===== config.mk =====
export PLATFORM = sky130hd
export DESIGN_NAME = mux_32_bit_2x1
export DESIGN_NICKNAME = d
export VERILOG_FILES = /design/src/rtl/mux_32_bit_2x1_pkg.sv /design/src/rtl/mux_out_reg.sv /design/src/rtl/mux_32_bit_2x1.sv
export SDC_FILE = /design/constraint.sdc
export NUM_CORES = 1
export LEC_CHECK = 0
export ABC_AREA = 1
export CORE_UTILIZATION = 39
export DETAILED_ROUTE_END_ITERATION = 16
export PLACE_DENSITY = 0.95
export SETUP_SLACK_MARGIN = 0.15
export SLEW_MARGIN = 20
export SYNTH_ARGS = -nofsm -noshare
export SYNTH_HDL_FRONTEND = slang
export SYNTH_SLANG_ARGS = --single-unit

===== constraint.sdc =====
create_clock -name clk -period 2.3 [get_ports clk]
set_clock_uncertainty 0.1 [all_clocks]
set_input_delay 0.345 -clock clk [delete_from_list [all_inputs] [get_ports clk]]
set_output_delay 0.345 -clock clk [all_outputs]
set_load 0.02 [all_outputs]

===== src/rtl/mux_32_bit_2x1_pkg.sv =====
// -----------------------------------------------------------------------------
// mux_32_bit_2x1_pkg
//   Shared constants for the 32-bit 2:1 mux block.
//   DATA_W  : datapath width of both sources and the result.
//   SEL_IN1 : control value that selects in_data1.
//   SEL_IN2 : control value that selects in_data2.
//   even_parity() : XOR-reduction of a data word; a 1 means the word holds an
//                   odd number of ones, so word plus bit has even weight.
// -----------------------------------------------------------------------------
package mux_32_bit_2x1_pkg;

    localparam int   DATA_W  = 32;
    localparam logic SEL_IN1 = 1'b0;
    localparam logic SEL_IN2 = 1'b1;

    function automatic logic even_parity(input logic [DATA_W-1:0] value);
        return ^value;
    endfunction

endpackage : mux_32_bit_2x1_pkg


===== src/rtl/mux_out_reg.sv =====
// -----------------------------------------------------------------------------
// mux_out_reg
//   Output register stage for the mux block. Plain WIDTH-bit register with a
//   synchronous, active-high reset to RST_VAL.
//
//   Parameters
//     WIDTH   : register width (defaults to DATA_W).
//     RST_VAL : value loaded while rst=1 at a rising clk edge.
//     EN      : 1 -> capture d on every edge; 0 -> register is parked at
//               RST_VAL permanently (reset and run look identical).
//
//   Ports
//     clk : rising-edge clock.
//     rst : synchronous active-high reset; wins over the capture.
//     d   : value to capture.
//     q   : registered value, one clk after d.
// -----------------------------------------------------------------------------
module mux_out_reg
    import mux_32_bit_2x1_pkg::*;
#(
    parameter int               WIDTH   = DATA_W,
    parameter logic [WIDTH-1:0] RST_VAL = '0,
    parameter bit               EN      = 1'b1
) (
    input  logic             clk,
    input  logic             rst,
    input  logic [WIDTH-1:0] d,
    output logic [WIDTH-1:0] q
);

    logic [WIDTH-1:0] data_d;
    logic [WIDTH-1:0] data_q;

    // With the stage disabled the register keeps reloading RST_VAL, so the
    // output never moves away from its reset value.
    always_comb begin
        data_d = RST_VAL;
        if (EN) begin
            data_d = d;
        end
    end

    always_ff @(posedge clk) begin
        if (rst) begin
            data_q <= RST_VAL;
        end else begin
            data_q <= data_d;
        end
    end

    assign q = data_q;

endmodule : mux_out_reg


===== src/rtl/mux_32_bit_2x1.sv =====
// -----------------------------------------------------------------------------
// mux_32_bit_2x1
//   32-bit 2:1 multiplexer with a combinational result and a one-cycle
//   registered copy of the result and of the select line.
//
//   Parameters
//     RST_VAL    : value loaded into out_data_q on reset (default 0).
//     REG_OUT_EN : 1 -> registered outputs update every cycle;
//                  0 -> registered outputs hold their reset values.
//
//   Ports
//     clk          : rising-edge clock.
//     rst          : synchronous active-high reset (registered outputs only).
//     in_data1     : source selected when control = SEL_IN1 (0).
//     in_data2     : source selected when control = SEL_IN2 (1).
//     control      : select line.
//     out_data     : combinational mux result, independent of clk/rst.
//     out_data_q   : out_data registered by one clk.
//     out_sel_q    : control registered by one clk, aligned with out_data_q.
//     out_parity_q : XOR-reduction of out_data, registered by one clk.
//                    Present only when MUX_32_BIT_2X1_PARITY_EN is defined.
//
//   Build option
//     MUX_32_BIT_2X1_PARITY_EN : adds the out_parity_q port and its register.
// -----------------------------------------------------------------------------
module mux_32_bit_2x1
    import mux_32_bit_2x1_pkg::*;
#(
    parameter logic [DATA_W-1:0] RST_VAL    = 32'h0000_0000,
    parameter bit                REG_OUT_EN = 1'b1
) (
    input  logic              clk,
    input  logic              rst,
    input  logic [DATA_W-1:0] in_data1,
    input  logic [DATA_W-1:0] in_data2,
    input  logic              control,
    output logic [DATA_W-1:0] out_data,
`ifdef MUX_32_BIT_2X1_PARITY_EN
    output logic              out_parity_q,
`endif
    output logic [DATA_W-1:0] out_data_q,
    output logic              out_sel_q
);

    logic [DATA_W-1:0] mux_d;

    // An unknown select falls through to the default arm, so simulation
    // shows an all-X result instead of a bitwise merge of the two sources;
    // synthesis is free to treat that arm as don't-care.
    always_comb begin
        mux_d = 'x;
        case (control)
            SEL_IN1: mux_d = in_data1;
            SEL_IN2: mux_d = in_data2;
            default: mux_d = 'x;
        endcase
    end

    assign out_data = mux_d;

    // Data register.
    mux_out_reg #(
        .WIDTH   (DATA_W),
        .RST_VAL (RST_VAL),
        .EN      (REG_OUT_EN)
    ) u_data_reg (
        .clk (clk),
        .rst (rst),
        .d   (mux_d),
        .q   (out_data_q)
    );

    // Select register; resets to 0 so it reads as "in_data1" after reset.
    mux_out_reg #(
        .WIDTH   (1),
        .RST_VAL (1'b0),
        .EN      (REG_OUT_EN)
    ) u_sel_reg (
        .clk (clk),
        .rst (rst),
        .d   (control),
        .q   (out_sel_q)
    );

`ifdef MUX_32_BIT_2X1_PARITY_EN
    logic parity_d;

    // Parity is taken from the mux result (not the registered data) so it
    // lands in the same cycle as out_data_q. Its reset value is the parity
    // of RST_VAL, keeping the pair self-consistent while in reset.
    always_comb begin
        parity_d = even_parity(mux_d);
    end

    mux_out_reg #(
        .WIDTH   (1),
        .RST_VAL (^RST_VAL),
        .EN      (REG_OUT_EN)
    ) u_parity_reg (
        .clk (clk),
        .rst (rst),
        .d   (parity_d),
        .q   (out_parity_q)
    );
`endif

endmodule : mux_32_bit_2x1


==> metrics.txt, run 1 <==
final std cells w/o fill 504; PnR worst setup slack 0.210 ns; number of post-CTS setup repair buffers 0; Synth Warn # 0; violation count after the first detailed-route iteration 67; Worst Max-Slew Pin Slew 0.479 ns; register bit total from synthesis 33; worst setup slack before clock tree synthesis -0.194 ns; ratio of cells with drive above 1 in the final layout 30.7%; vias in the first global route 2102; area added between synthesis and finish 85.8%; largest fanout on the critical path 16; cell internal power dissipation 1190 uW; Final Hold Viols 0; status finished, final reports clean; starting utilization of the core area 41.5%; sequential share of the synthesized area 33.1%; cell chosen for the clock root clkbuf_8; Critical Path Start Type input port; CTS Buffer Depth 2; total routing resource utilization after global routing 22.2%; maximum number of pins on one net before global-route repair 18; data arrival time of the worst path 1.65 ns; final instance area 3710 um2; post-placement cell count 496; routed len/inst 11.2 um; # clock sinks 33; TritonCTS Buffers 5; global-route wire length before repair 8970 um; number of antenna-violating nets in the routed design 0; power density over the cells 463 nW/um2; part of the total power dissipated in the clock network 23.9%; kind of path behind the tightest hold check in2reg; top achievable clock speed 0.478 GHz; Period minus WS final 2.09 ns; Logic pwr share 39.9%; Vert. Die Dim 73.6 um; share of the clock period used by the worst path after layout 90.9%; Core Util, Final 77.0%; post-layout net count 503; RSZ-0062 raised after global routing no; DR DRC count 0; Req. time, crit path 1.86 ns; instance area at placement 3610 um2; area enclosed by the die boundary 5410 um2; Horiz. Die Dim 73.6 um; maximum resistive drop on vdd 0.250 mV; antenna violations before repair 0; total iterations of the first detailed-routing run 4; critical path type in2out; Pwr Total 1720 uW; I/O pins 132; cell area after technology mapping 2000 um2; Post-Syn Instances 270; H-tree depth 2; GRT Residual Overflow 0; placer's final routability congestion estimate 0.783; leakage power of the design 0.00207 uW; total of buffers placed on input and output ports 131; number of core rows 25; # hold bufs at CTS 0; core region area 4820 um2; relative slew slack 68.1%; via count of the routed design 2012; vias per cell 3.99; max-cap check violation count 0; # setup viols final 0; Synth Area per Inst 7.40 um2; switching fraction of total power 30.7%; register share of total power 36.2%; count of different cell masters after synthesis 12; post-synth net total 337; clock-pin transition on the worst setup and hold timing paths 0.07 ns; overall routed net length 5640 um; post-cts repair resize count 4; Max Transition Viols Final 0; Final HPWL DP 4620 um; clock tree from TritonCTS built; filler cell count 353; Diodes inserted 0; CP endpoint kind output port; reported net switching power 528 uW
-- synth_stat cells --
cell type	n	area share (%)
inv_1	96	18
nor2_2	29	9.1
nor2_1	4	0.75
buf_2	4	1.0
nand2_4	29	16
dfxtp_1	33	33
inv_8	1	0.56
buf_6	2	1.1
nand2_1	38	7.1
nand2_2	29	9.1
buf_4	2	0.75
buf_12	3	3.0
-- cell families (layout without fill, tap and decap cells) --
| logic type | count (synthesis) | count (layout) | synth area share (%) |
|---|---|---|---|
| simple gates | 129 | 129 | 42.4 |
| flops | 33 | 33 | 33.1 |
| buf+inv | 108 | 275 | 24.5 |
-- power by group through the flow --
stage          clock, uW  sequential, uW  combinational (uW)
6_report             411             622                 685
4_1_cts              424             623                 695
3_3_place_gp           0             633                 673
5_1_grt              445             625                 736
3_5_place_dp           0             635                 691
2_1_floorplan          0             686                 269
-- critical path: stages --
cell,delay (ns)
clkdlybuf4s15_2,0.25
buf_4,0.22
nand2_1,0.11
nand2_2,0.08
inv_1,0.05
clkdlybuf4s50_1,0.59
-- registers in the layout, indices dropped and copies added, names as in the netlist --
name	flops
u_data_reg.q	32
u_sel_reg.q	1
-- worst paths after layout --
| kind | depth (start not counted) | start | endpoint | slack (ns) |
|---|---|---|---|---|
| min | 2 | rst | u_data_reg.q[21]$_SDFF_PP0_ | 0.40 |
| max | 6 | control | out_data[26] | 0.21 |
-- per-stage QoR --
stage	hold slack [ns]	setup TNS [ns]
after floorplan	0.454	0
after global placement	0.692	-3.82
after detailed placement	0.698	-5.10
after CTS	0.396	0
after global routing	0.411	0
final	0.402	0
-- metal layers --
layer / track usage (%) / vias up / part of all wire [%]
met3: 6.72 / 14 / 7.3
met1: 19.5 / 868 / 34
met2: 45.4 / 90 / 56
li1: - / 1040 / -
met5: 0 / - / 0
met4: 9.40 / 0 / 2.7
-- layout make-up --
type	count	area, um2	area share, %
Tap cell	67	83.8	2.26
Sequential cell	33	661	17.8
Timing Repair Buffer	170	1670	44.9
Clock buffer	8	80.1	2.16
Inverter	97	372	10.0
Multi-Input combinational cell	129	847	22.8
-- layout by cell type, fill, tap and decap left out --
master           count
clkdlybuf4s50_1    121
inv_1               96
nand2_1             38
buf_4               35
dfxtp_1             33
nand2_4             29
nand2_2             29
nor2_2              29
dlymetal6s2s_1       7
clkbuf_8             5
nor2_1               4
buf_12               4
clkbuf_1             3
inv_8                1
clkdlybuf4s15_2      1
buf_2                1
dlygate4sd2_1        1
Power figures use the tool's default switching activity.
==> inputs of run 2 (changes only) <==
--- a/config.mk
+++ b/config.mk
@@ -10,6 +10,7 @@
 export DETAILED_ROUTE_END_ITERATION = 16
 export PLACE_DENSITY = 0.95
 export SETUP_SLACK_MARGIN = 0.15
+export SKIP_LAST_GASP = 1
 export SLEW_MARGIN = 20
 export SYNTH_ARGS = -nofsm -noshare
 export SYNTH_HDL_FRONTEND = slang
==> results of run 2 <==
No change in the layout: final DEF, timing and power equal those of run 1.
==> inputs of run 3 (changes only) <==
--- a/config.mk
+++ b/config.mk
@@ -8,7 +8,8 @@
 export ABC_AREA = 1
 export CORE_UTILIZATION = 39
 export DETAILED_ROUTE_END_ITERATION = 16
-export PLACE_DENSITY = 0.95
+export GPL_TIMING_DRIVEN = 0
+export PLACE_DENSITY = 0.89
 export SETUP_SLACK_MARGIN = 0.15
 export SKIP_LAST_GASP = 1
 export SLEW_MARGIN = 20
==> metrics.txt, run 3 (same netlist as run 1, synthesis figures left out) <==
status finished, final reports clean; number of antenna-violating nets in the routed design 0 (unchanged); number of core rows 25 (unchanged); kind of path behind the tightest hold check in2reg; relative slew slack 80.0% (+12 points); post-layout net count 473 (-6.0%); sequential cell area 661 um2 (unchanged); part of the total power dissipated in the clock network 25.1% (+1.2 points); register share of total power 37.5% (+1.3 points); area added between synthesis and finish 73.2%; Diodes inserted 0 (unchanged); Req. time, crit path 1.86 ns (about the same); GRT Residual Overflow 0 (unchanged); total of buffers placed on input and output ports 129 (-1.5%); Vert. Die Dim 73.6 um (unchanged); TritonCTS Buffers 5 (unchanged); minimum hold slack 0.202 ns (-0.200 ns); worst setup slack before clock tree synthesis 0.214 ns (+0.408 ns); total iterations of the first detailed-routing run 4 (unchanged); CP endpoint kind output port; max-cap check violation count 0 (unchanged); RSZ-0062 raised after global routing no; startpoint of the most critical setup path in_data1[4]; Final HPWL DP 4210 um (-8.9%); Critical Path Start Type input port; critical path type in2out; total routing resource utilization after global routing 20.5% (-1.7 points); Worst Min Path Start rst; core region area 4820 um2 (unchanged); Worst Max-Slew Pin Slew 0.300 ns (-0.179 ns); leakage power of the design 0.00189 uW (-9.0%); most common library cell in the layout ignoring fill and taps clkdlybuf4s50_1; Horiz. Die Dim 73.6 um (unchanged); CP peak stage delay 0.60 ns (about the same); area of combinational cells with multiple inputs 847 um2 (unchanged); violation count after the first detailed-route iteration 34 (-49%); clock-pin transition on the worst setup and hold timing paths 0.07 ns (about the same); cell internal power dissipation 1140 uW (-4.4%); Slowest-stage cell, CP clkdlybuf4s50_1; data arrival time of the worst path 1.64 ns (about the same); overall routed net length 5070 um (-10%); starting utilization of the core area 41.5% (unchanged); Logic pwr share 37.5% (-2.4 points); PnR worst setup slack 0.218 ns (+0.00873 ns); area enclosed by the die boundary 5410 um2 (unchanged); number of flip-flops under the largest register name 32 (unchanged); commonest non-fill, non-tap cells in the layout clkdlybuf4s50_1, inv_1, nand2_1, dfxtp_1; power density over the cells 480 nW/um2 (+3.5%); top achievable clock speed 0.480 GHz (+0.42%); ratio of cells with drive above 1 in the final layout 26.0% (-4.6 points); share of the clock period used by the worst path after layout 90.5% (-0.38 points); cell chosen for the clock root clkbuf_8; maximum number of pins on one net before global-route repair 11 (-7); TNS Setup 0 ns (unchanged); # setup viols final 0 (unchanged); cell-by-cell trace of the critical path clkdlybuf4s50_1, inv_1, nand2_4, nand2_2, inv_1, clkdlybuf4s50_1; filler cell count 412 (+17%); Pwr Total 1660 uW (-3.5%); H-tree depth 2 (unchanged); Period minus WS final 2.08 ns (-0.00872 ns); global-route wire length before repair 8340 um (-7.0%); largest fanout on the critical path 2 (-14); DR DRC count 0 (unchanged); clock tree from TritonCTS built; antenna violations before repair 0 (unchanged); vias in the first global route 1933 (-8.0%); placer's final routability congestion estimate 0.741 (-5.3%); switching fraction of total power 31.4% (+0.69 points); Final Hold Viols 0 (unchanged); via count of the routed design 1861 (-7.5%); # clock sinks 33 (unchanged); vias per cell 3.93 (-1.7%); maximum resistive drop on vdd 0.260 mV (+4.1%); CTS Buffer Depth 2 (unchanged); number of post-CTS setup repair buffers 0 (unchanged); I/O pins 132 (unchanged); Max Transition Viols Final 0 (unchanged); reported net switching power 521 uW (-1.3%); routed len/inst 10.7 um (-4.4%)
[run 3: power groups by stage]
| stage | clock [uW] | combinational (uW) | sequential, uW |
|---|---|---|---|
| 2_1_floorplan | 0 | 269 | 686 |
| 3_3_place_gp | 0 | 614 | 633 |
| 3_5_place_dp | 0 | 628 | 635 |
| 4_1_cts | 430 | 631 | 622 |
| 5_1_grt | 457 | 670 | 625 |
| 6_report | 416 | 622 | 621 |
[run 3: layout make-up]
| class | instances | area share, % |
|---|---|---|
| repair buffers | 129 | 37.5 |
| multi-input cells | 129 | 24.5 |
| flip-flops and latches | 33 | 19.1 |
| inverters | 97 | 10.7 |
| plain buffers | 11 | 3.40 |
| well taps | 67 | 2.42 |
| clock buffers | 6 | 2.10 |
| clock inverters | 2 | 0.289 |
[run 3: path summary, 6_finish.rpt]
| check | to | cells past startpoint |
|---|---|---|
| worst min-delay path | u_data_reg.q[31]$_SDFF_PP0_ | 2 |
| worst max-delay path | out_data[4] | 6 |
[run 3: what timing repair did]
item	in CTS	in global routing
resized for setup	0	2
setup endpoints to repair	0	2
hold buffers	0	0
[run 3: stage by stage]
step                      area [um2]  cells  util [%]
final                           3460    474      71.8
after detailed placement        3370    466      70.0
after CTS                       3450    474      71.7
after global routing            3460    474      71.8
after floorplan                 2000    270         -
after global placement          3370    466      70.0
[run 3: per-layer routing]
layer  vias to the layer above  global-route usage [%]  wire, um
li1                        978                       -         -
met1                       791                    18.6      1730
met2                        83                    40.6      2770
met3                         9                    8.50       497
met4                         0                    6.41        68
met5                         -                       0         0
[run 3: critical path: cells and delay by family]
kind                   cells  cell delay, ns
AND/OR/NAND/NOR            2            0.11
buffers and inverters      4            1.18
